## src/rtl/cache_fill_controller.sv

```systemverilog
// Miss-driven line fill sequencer: fetches a line, picks a way (first invalid, else round-robin victim), writes arrays; whole-cache flush.
// Latency: accept at T, arr_we at T+3 with mem ready/rsp immediate; flush takes NSETS cycles.
// Backpressure: fill_ready low outside IDLE and while flush_req is high; stalls on mem_req_ready / mem_rsp_valid.
// Optional: define CACHE_FILL_STATS_EN to add saturating fill_count / evict_count outputs.
module cache_fill_controller #(
  parameter int NWAYS  = 5,
  parameter int NSETS  = 16,
  parameter int TAG_W  = 20,
  parameter int DATA_W = 32
) (
  input  logic                             clk,
  input  logic                             rst_n,
  input  logic                             fill_valid,
  output logic                             fill_ready,
  input  logic [$clog2(NSETS)-1:0]         fill_set,
  input  logic [TAG_W-1:0]                 fill_tag,
  input  logic                             flush_req,
  output logic                             flush_done,
  output logic                             mem_req_valid,
  input  logic                             mem_req_ready,
  output logic [TAG_W+$clog2(NSETS)-1:0]   mem_req_addr,
  input  logic                             mem_rsp_valid,
  input  logic [DATA_W-1:0]                mem_rsp_data,
  output logic                             arr_we,
  output logic [$clog2(NSETS)-1:0]         arr_set,
  output logic [$clog2(NWAYS)-1:0]         arr_way,
  output logic [TAG_W-1:0]                 arr_tag,
  output logic [DATA_W-1:0]                arr_data,
  output logic                             fill_done,
  output logic                             fill_evict,
`ifdef CACHE_FILL_STATS_EN
  output logic [31:0]                      fill_count,
  output logic [31:0]                      evict_count,
`endif
  input  logic [$clog2(NSETS)-1:0]         lookup_set,
  output logic [NWAYS-1:0]                 lookup_valid
);

  localparam int SW = $clog2(NSETS);
  localparam int WW = $clog2(NWAYS);

  typedef enum logic [2:0] {IDLE, MEM_REQ, MEM_WAIT, WRITE, FLUSH} state_t;

  state_t            state, state_nxt;
  logic [NWAYS-1:0]  valid_q [NSETS];
  logic [WW-1:0]     vptr_q  [NSETS];
  logic [SW-1:0]     req_set;
  logic [TAG_W-1:0]  req_tag;
  logic [SW-1:0]     flush_cnt;
  logic [WW-1:0]     sel_way;
  logic              sel_evict;
  logic              flush_last;

  assign flush_last = (flush_cnt == SW'(NSETS - 1));

  // State register.
  always_ff @(posedge clk) begin
    if (!rst_n) state <= IDLE;
    else        state <= state_nxt;
  end

  // Next-state logic and handshake/strobe outputs; everything is forced low while reset is held.
  always_comb begin
    state_nxt     = state;
    fill_ready    = 1'b0;
    mem_req_valid = 1'b0;
    arr_we        = 1'b0;
    fill_done     = 1'b0;
    flush_done    = 1'b0;
    case (state)
      IDLE: begin
        fill_ready = !flush_req;
        if (flush_req)       state_nxt = FLUSH;
        else if (fill_valid) state_nxt = MEM_REQ;
      end
      MEM_REQ: begin
        mem_req_valid = 1'b1;
        if (mem_req_ready) state_nxt = MEM_WAIT;
      end
      MEM_WAIT: begin
        if (mem_rsp_valid) state_nxt = WRITE;
      end
      WRITE: begin
        arr_we    = 1'b1;
        fill_done = 1'b1;
        state_nxt = IDLE;
      end
      FLUSH: begin
        flush_done = flush_last;
        if (flush_last) state_nxt = IDLE;
      end
      default: state_nxt = IDLE;
    endcase
    if (!rst_n) begin
      fill_ready    = 1'b0;
      mem_req_valid = 1'b0;
      arr_we        = 1'b0;
      fill_done     = 1'b0;
      flush_done    = 1'b0;
    end
  end

  // Way choice for the latched set: lowest invalid way wins, otherwise the set's victim pointer.
  always_comb begin
    sel_way   = vptr_q[req_set];
    sel_evict = 1'b1;
    for (int i = NWAYS - 1; i >= 0; i--) begin
      if (!valid_q[req_set][i]) begin
        sel_way   = WW'(i);
        sel_evict = 1'b0;
      end
    end
  end

  // Request capture, array write port registers, valid bits, victim pointers and flush sweep.
  always_ff @(posedge clk) begin
    if (!rst_n) begin
      req_set    <= '0;
      req_tag    <= '0;
      flush_cnt  <= '0;
      arr_set    <= '0;
      arr_way    <= '0;
      arr_tag    <= '0;
      arr_data   <= '0;
      fill_evict <= 1'b0;
      for (int s = 0; s < NSETS; s++) begin
        valid_q[s] <= '0;
        vptr_q[s]  <= '0;
      end
    end else begin
      case (state)
        IDLE: begin
          if (flush_req) begin
            flush_cnt <= '0;
          end else if (fill_valid) begin
            req_set <= fill_set;
            req_tag <= fill_tag;
          end
        end
        MEM_WAIT: begin
          // Way is resolved here so the arr_* registers are stable throughout WRITE.
          if (mem_rsp_valid) begin
            arr_set    <= req_set;
            arr_way    <= sel_way;
            arr_tag    <= req_tag;
            arr_data   <= mem_rsp_data;
            fill_evict <= sel_evict;
          end
        end
        WRITE: begin
          valid_q[arr_set][arr_way] <= 1'b1;
          if (fill_evict) begin
            vptr_q[arr_set] <= (vptr_q[arr_set] == WW'(NWAYS - 1)) ? '0 : vptr_q[arr_set] + 1'b1;
          end
        end
        FLUSH: begin
          valid_q[flush_cnt] <= '0;
          vptr_q[flush_cnt]  <= '0;
          flush_cnt          <= flush_cnt + 1'b1;
        end
        default: ;
      endcase
    end
  end

  assign mem_req_addr = {req_tag, req_set};
  assign lookup_valid = rst_n ? valid_q[lookup_set] : '0;

`ifdef CACHE_FILL_STATS_EN
  // Saturating fill / eviction counters; only reset clears them.
  always_ff @(posedge clk) begin
    if (!rst_n) begin
      fill_count  <= '0;
      evict_count <= '0;
    end else if (fill_done) begin
      if (fill_count != '1) fill_count <= fill_count + 1'b1;
      if (fill_evict && evict_count != '1) evict_count <= evict_count + 1'b1;
    end
  end
`endif

endmodule

```

## config.mk

```make
export PLATFORM = sky130hd
export DESIGN_NAME = cache_fill_controller
export DESIGN_NICKNAME = d
export VERILOG_FILES = /design/src/rtl/cache_fill_controller.sv
export SDC_FILE = /design/constraint.sdc
export NUM_CORES = 1
export LEC_CHECK = 0
export ABC_AREA = 1
export CORE_UTILIZATION = 54
export DETAILED_ROUTE_END_ITERATION = 6
export PLACE_DENSITY = 0.89
export SYNTH_ARGS = -nofsm -noshare
export SYNTH_HDL_FRONTEND = slang
export SYNTH_SLANG_ARGS = --single-unit
```

## constraint.sdc

```tcl
create_clock -name clk -period 3.7 [get_ports clk]
set_input_delay 0.74 -clock clk [delete_from_list [all_inputs] [get_ports clk]]
set_output_delay 0.74 -clock clk [all_outputs]
set_load 0.01 [all_outputs]
```

-- Word level (Yosys, flattened, before mapping)
Memory sizes are Yosys's and may differ from the RTL's. A register that Yosys moved wholly into a read port is not among the register bits.
Cells that the tools add are included.
Widths: inputs -> output; s select.
- add/subtract/negate cells: 2
- $mul: 0
- div/mod/pow operators: 0
- $lt $le $gt $ge: 2
- eq/ne operators: 11
- shifts and indexed selects: 0
- muxes and demuxes: 57
- bitwise operators: 1
- reduce and logical (&&, ||, !) cells: 12
- operators by type and width (kind ; count):
    $mux 4 ; 11
    $mux 3 ; 13
    $mux 5 ; 6
    $mux 1 ; 24
    $pmux 3 s4 ; 1
    $reduce_or 5->1 ; 2
    $ne 2x2->1 const B ; 4
    $pmux 4 s2 ; 1
    $eq 3x2->1 const B ; 2
    $eq 3x3->1 const B ; 2
    $reduce_or 3->1 ; 2
    $add 4x1->4 const B ; 1
    $eq 4x4->1 const B ; 1
    $lt 3x4->1 const B ; 1
    $reduce_and 2->1 ; 2
    $reduce_and 4->1 ; 1
    $add 3x1->3 const B ; 1
    $demux 1 s3 ; 1
    $eq 3x1->1 const B ; 1
    $ge 3x1->1 const B ; 1
    $logic_not 3->1 ; 1
    $ne 3x3->1 const B ; 1
    $reduce_and 3->1 ; 1
    $reduce_bool 2->1 ; 1
    other kinds (3) ; 3
- register bits: 91
- bits in latches: 0
- RAM bits: 128
- ROM bits: 0
- input port bits: 66
- output and inout bits: 94
- logic and storage cells: 96
- memories kept: 2
- memories (memory ; depth ; bits a word ; rd ports ; clocked after Yosys merged registers in ; write ports ; line ; text):
    valid_q ; 16 ; 5 ; 2 ; 1 ; 16 ; 45 ; logic [NWAYS-1:0] valid_q [NSETS];
    vptr_q ; 16 ; 3 ; 2 ; 2 ; 16 ; 46 ; logic [WW-1:0] vptr_q [NSETS];

-- Logic depth before layout (Yosys ltp)
- depth in word-level cells: 8
- mapped depth: 16
- mapped depth without buffers: 13

-- Worst setup path after synthesis
Ideal clock, no wire load.
- path type: input-to-reg
- start: in rst_n
- end: mem valid_q[2][1], enable pin
- setup time: 0.293 ns
- arrival: 2.333 ns
- data required time: 3.407 ns
- slack: 1.074 ns
- stages: 8
- buffers on the path: 2
- path through: buf_2 nand2_1 nor3_2 inv_1 o41ai_2 clkbuf_1 nand2_1 nand2_1
- RTL lines (what ; line ; text):
    start, declared ; 12 ; input logic rst_n,
    end, declared ; 45 ;

-- Worst setup path in the final report
- start: in lookup_set[0]
- end: out lookup_valid[1]
- longest elaborated chain between the ends: 2
- ends and longest elaborated chain (what ; line ; text):
    start, declared ; 35 ; input logic [$clog2(NSETS)-1:0] lookup_set,
    $mem_v2 16x5 ; - ;
    $mux 5 ; 167 ; assign lookup_valid = rst_n ? valid_q[lookup_set] : '0;
    end, declared ; 36 ; output logic [NWAYS-1:0] lookup_valid
No other way between the ends.

==> out/qor.yml <==
run_status:
  status: "complete, no violations"
timing:
  period_needed_ns: 3.477
  slew_violations: 0
  setup_ws_ns: 0.2227
  tightest_slew_ns: 1.030
  rsz0062_at_grt: "false"
  max_slew_margin: 0.3083
  fin_worst_skew_ns: 0.01451
  setup_viol: 0
  finalHoldViolCount: 0
  whs_ns: 0.4777
  fin_setup_tns_ns: 0
  fin_crit_sh: 0.9398
  fmax_mhz: 287.6
critical_path:
  r2r_cells: 11
  required_ns: 2.96
  critPathBufInv: 4
  cp-start-kind: "input pin"
  path_class: "in -> out"
  crit_path_top_delay_cell: "clkdlybuf4s50_1"
  crit_path_max_fanout: 13
  crit_path_cell_trace: "clkdlybuf4s50_1 > inv_2 > buf_4 > a21oi_1 > o21ai_0 > nand3_1 > o211ai_1 > a21oi_1 > clkdlybuf4s50_1"
  timing.rr.start: "state[1]"
  cp_top_family: "buffers and inverters"
  critPathCaptureType: "primary output"
  rrSetupSlack_ns: 0.78
  cp.arrival_ns: 2.74
  slowest_delay_ns: 0.56
  r2r_end: "vptr_q[3][0]"
power_and_ir_drop:
  powerDensity_nw_per_um2: 482.5
  p_total_mw: 6.761
  leakage_nw: 5.732
  peakVddDrop_v: 0.0004188
synth:
  synth_edf_count: 128
  syn-num-nets: 1580
  seq_area_frac_synth: 0.5087
  synth-warning-count: 0
  syn_avg_cell_area_um2: 7.579
  syn_area_um2: 11450
  syn_inst: 1511
  synthFlopType: "edfxtp_1"
  async_flop_share: 0
  yosys.cell_types.count: 29
  ys_ff_latch: 227
global_route:
  grt-ovfl-total: 0
  grt_max_degree: 92
  grt_pass1_vias: 10416
  grt_pass1_wl_mm: 54.19
  antenna_found_initial: 0
  grtUsageTotal: 0.3156
floorplanning:
  dieArea_um2: 21790
  dieWidth_um: 147.6
  row_count: 52
  initial_core_util: 0.5588
  die_y_um: 147.6
  num_io_pins: 160
  core_area_um2: 20490
cts:
  cts_buffers: 23
  cts_hold_buf: 0
  clk_pin_slew_ns: 0.07
  clock_latency_ns: 0.52
  htree_levels: 1
  cts_tree: "yes"
  clockRootBuffer: "clkbuf_16"
  cts_resized: 0
  cts_setup_buffers: 0
  cts.sinks: 227
  cts_buffer_depth: 3
hold_path:
  min_from: "req_tag[2]"
  min_path_type: "reg -> reg"
  worstHoldEndpoint: "req_tag[2]"
  worst_hold_path.num_cells: 2
finish:
  drive_gt1_frac: 0.05929
  antenna_cells: 0
  area_growth_pct: 22.36
  final_nets: 1688
route:
  ant_nets: 0
  vias_per_cell: 5.821
  drc_errors: 0
  vias: 11095
  wl_mm: 34.82
  detail_route.iter0.violations: 1285
  dr.pass1.iters: 7
  wl_per_cell_um: 18.27
place:
  place_hpwl_mm: 23.42
  port_buffers: 159
  finalWeightedCongestion: 0.9371
  place_ws_ns: 0.1656
job:
  maxCapViolations: 0
## worst max-delay path by stage
stage,startpoint,end,depth (start not counted),slack (ns)
floorplan,rst_n,valid_q[2][1],8,1.07
global placement,lookup_set[0],lookup_valid[4],8,0.17
detailed placement,lookup_set[0],lookup_valid[1],9,0.17
CTS,lookup_set[0],lookup_valid[1],9,0.15
global route,lookup_set[0],lookup_valid[1],9,0.08
finish,lookup_set[0],lookup_valid[1],9,0.22
## worst reg2reg max path, delay by kind of cell (launching register included)
kind,cells,cell delay [ns]
flip-flops,1,0.33
AND/OR/NAND/NOR,8,1.92
buffers and inverters,2,0.21
AO/OA/AOI/OAI,1,0.15
## through the flow
stage / utilization / cells / area, um^2
floorplan: - / 1511 / 11450
global placement: 0.6454 / 1864 / 13230
detailed placement: 0.6454 / 1864 / 13230
CTS: 0.6838 / 1906 / 14010
global route: 0.6838 / 1906 / 14010
finish: 0.6838 / 1906 / 14010
## synthesized netlist by cell type, types with 6 or more instances
master	number	area, um^2
nand2_1	345	1295
nor2_1	229	859.6
o21ai_0	154	770.7
inv_1	139	521.8
edfxtp_1	128	3844
nand3_1	122	610.6
a21oi_1	118	590.6
dfxtp_1	99	1982
clkbuf_1	93	349.1
o211ai_1	32	240.2
or2_2	7	43.79
nor3_2	6	60.06
## layer usage
metal,vias up,part of all wire,GRT usage
li1,5172,-,-
met1,5060,0.36,0.3910
met2,756,0.47,0.5189
met3,107,0.14,0.09105
met4,0,0.038,0.1258
met5,-,0,0
## cells in the final DEF (no fill, tap or decap), drive strengths merged, types with 25 or more instances in the layout
cell type      instances
nand2                345
nor2                 234
clkdlybuf4s50        158
o21ai                158
inv                  148
edfxtp               128
nand3                122
a21oi                118
dfxtp                 99
o211ai                32
clkbuf                30
buf                   25
## cells by family (layout without fill, tap and decap cells)
kind of cell               after synthesis  in the layout  synth area share
buffers and inverters                  245            370           0.08085
and+or+nand+nor                        720            720            0.2560
xor gates and xnor gates                 1              1         0.0007649
DFF                                    227            227            0.5087
AOI/OAI and AO/OA                      315            315            0.1504
adders and majority gates                3              3          0.003278
## power by group
part	internal (mW)	total, mW	switching [mW]	leakage (nW)
registers	2.82	2.94	0.117	2.13
logic	0.493	1.41	0.921	3.20
clock network	1.39	2.41	1.02	0.401
total	4.70	6.76	2.06	5.73
## cell type report
| type | count | area (um^2) |
|---|---|---|
| clock inverter | 12 | 100.1 |
| inverter | 145 | 544.3 |
| multi-input combinational | 1039 | 4725 |
| sequential | 227 | 5827 |
| fill | 1521 | 6481 |
| clock buffer | 30 | 685.7 |
| tap | 270 | 337.8 |
| timing repair buffer | 183 | 1794 |
## flip-flops by register name, indices dropped and copies added (netlist names), named ones only
register    flops
req_set         4
fill_evict      1
arr_data       32
flush_cnt       4
arr_set         4
valid_q        80
arr_way         3
vptr_q         48
state           3
arr_tag        20
req_tag        20
Power figures use the tool's default switching activity.
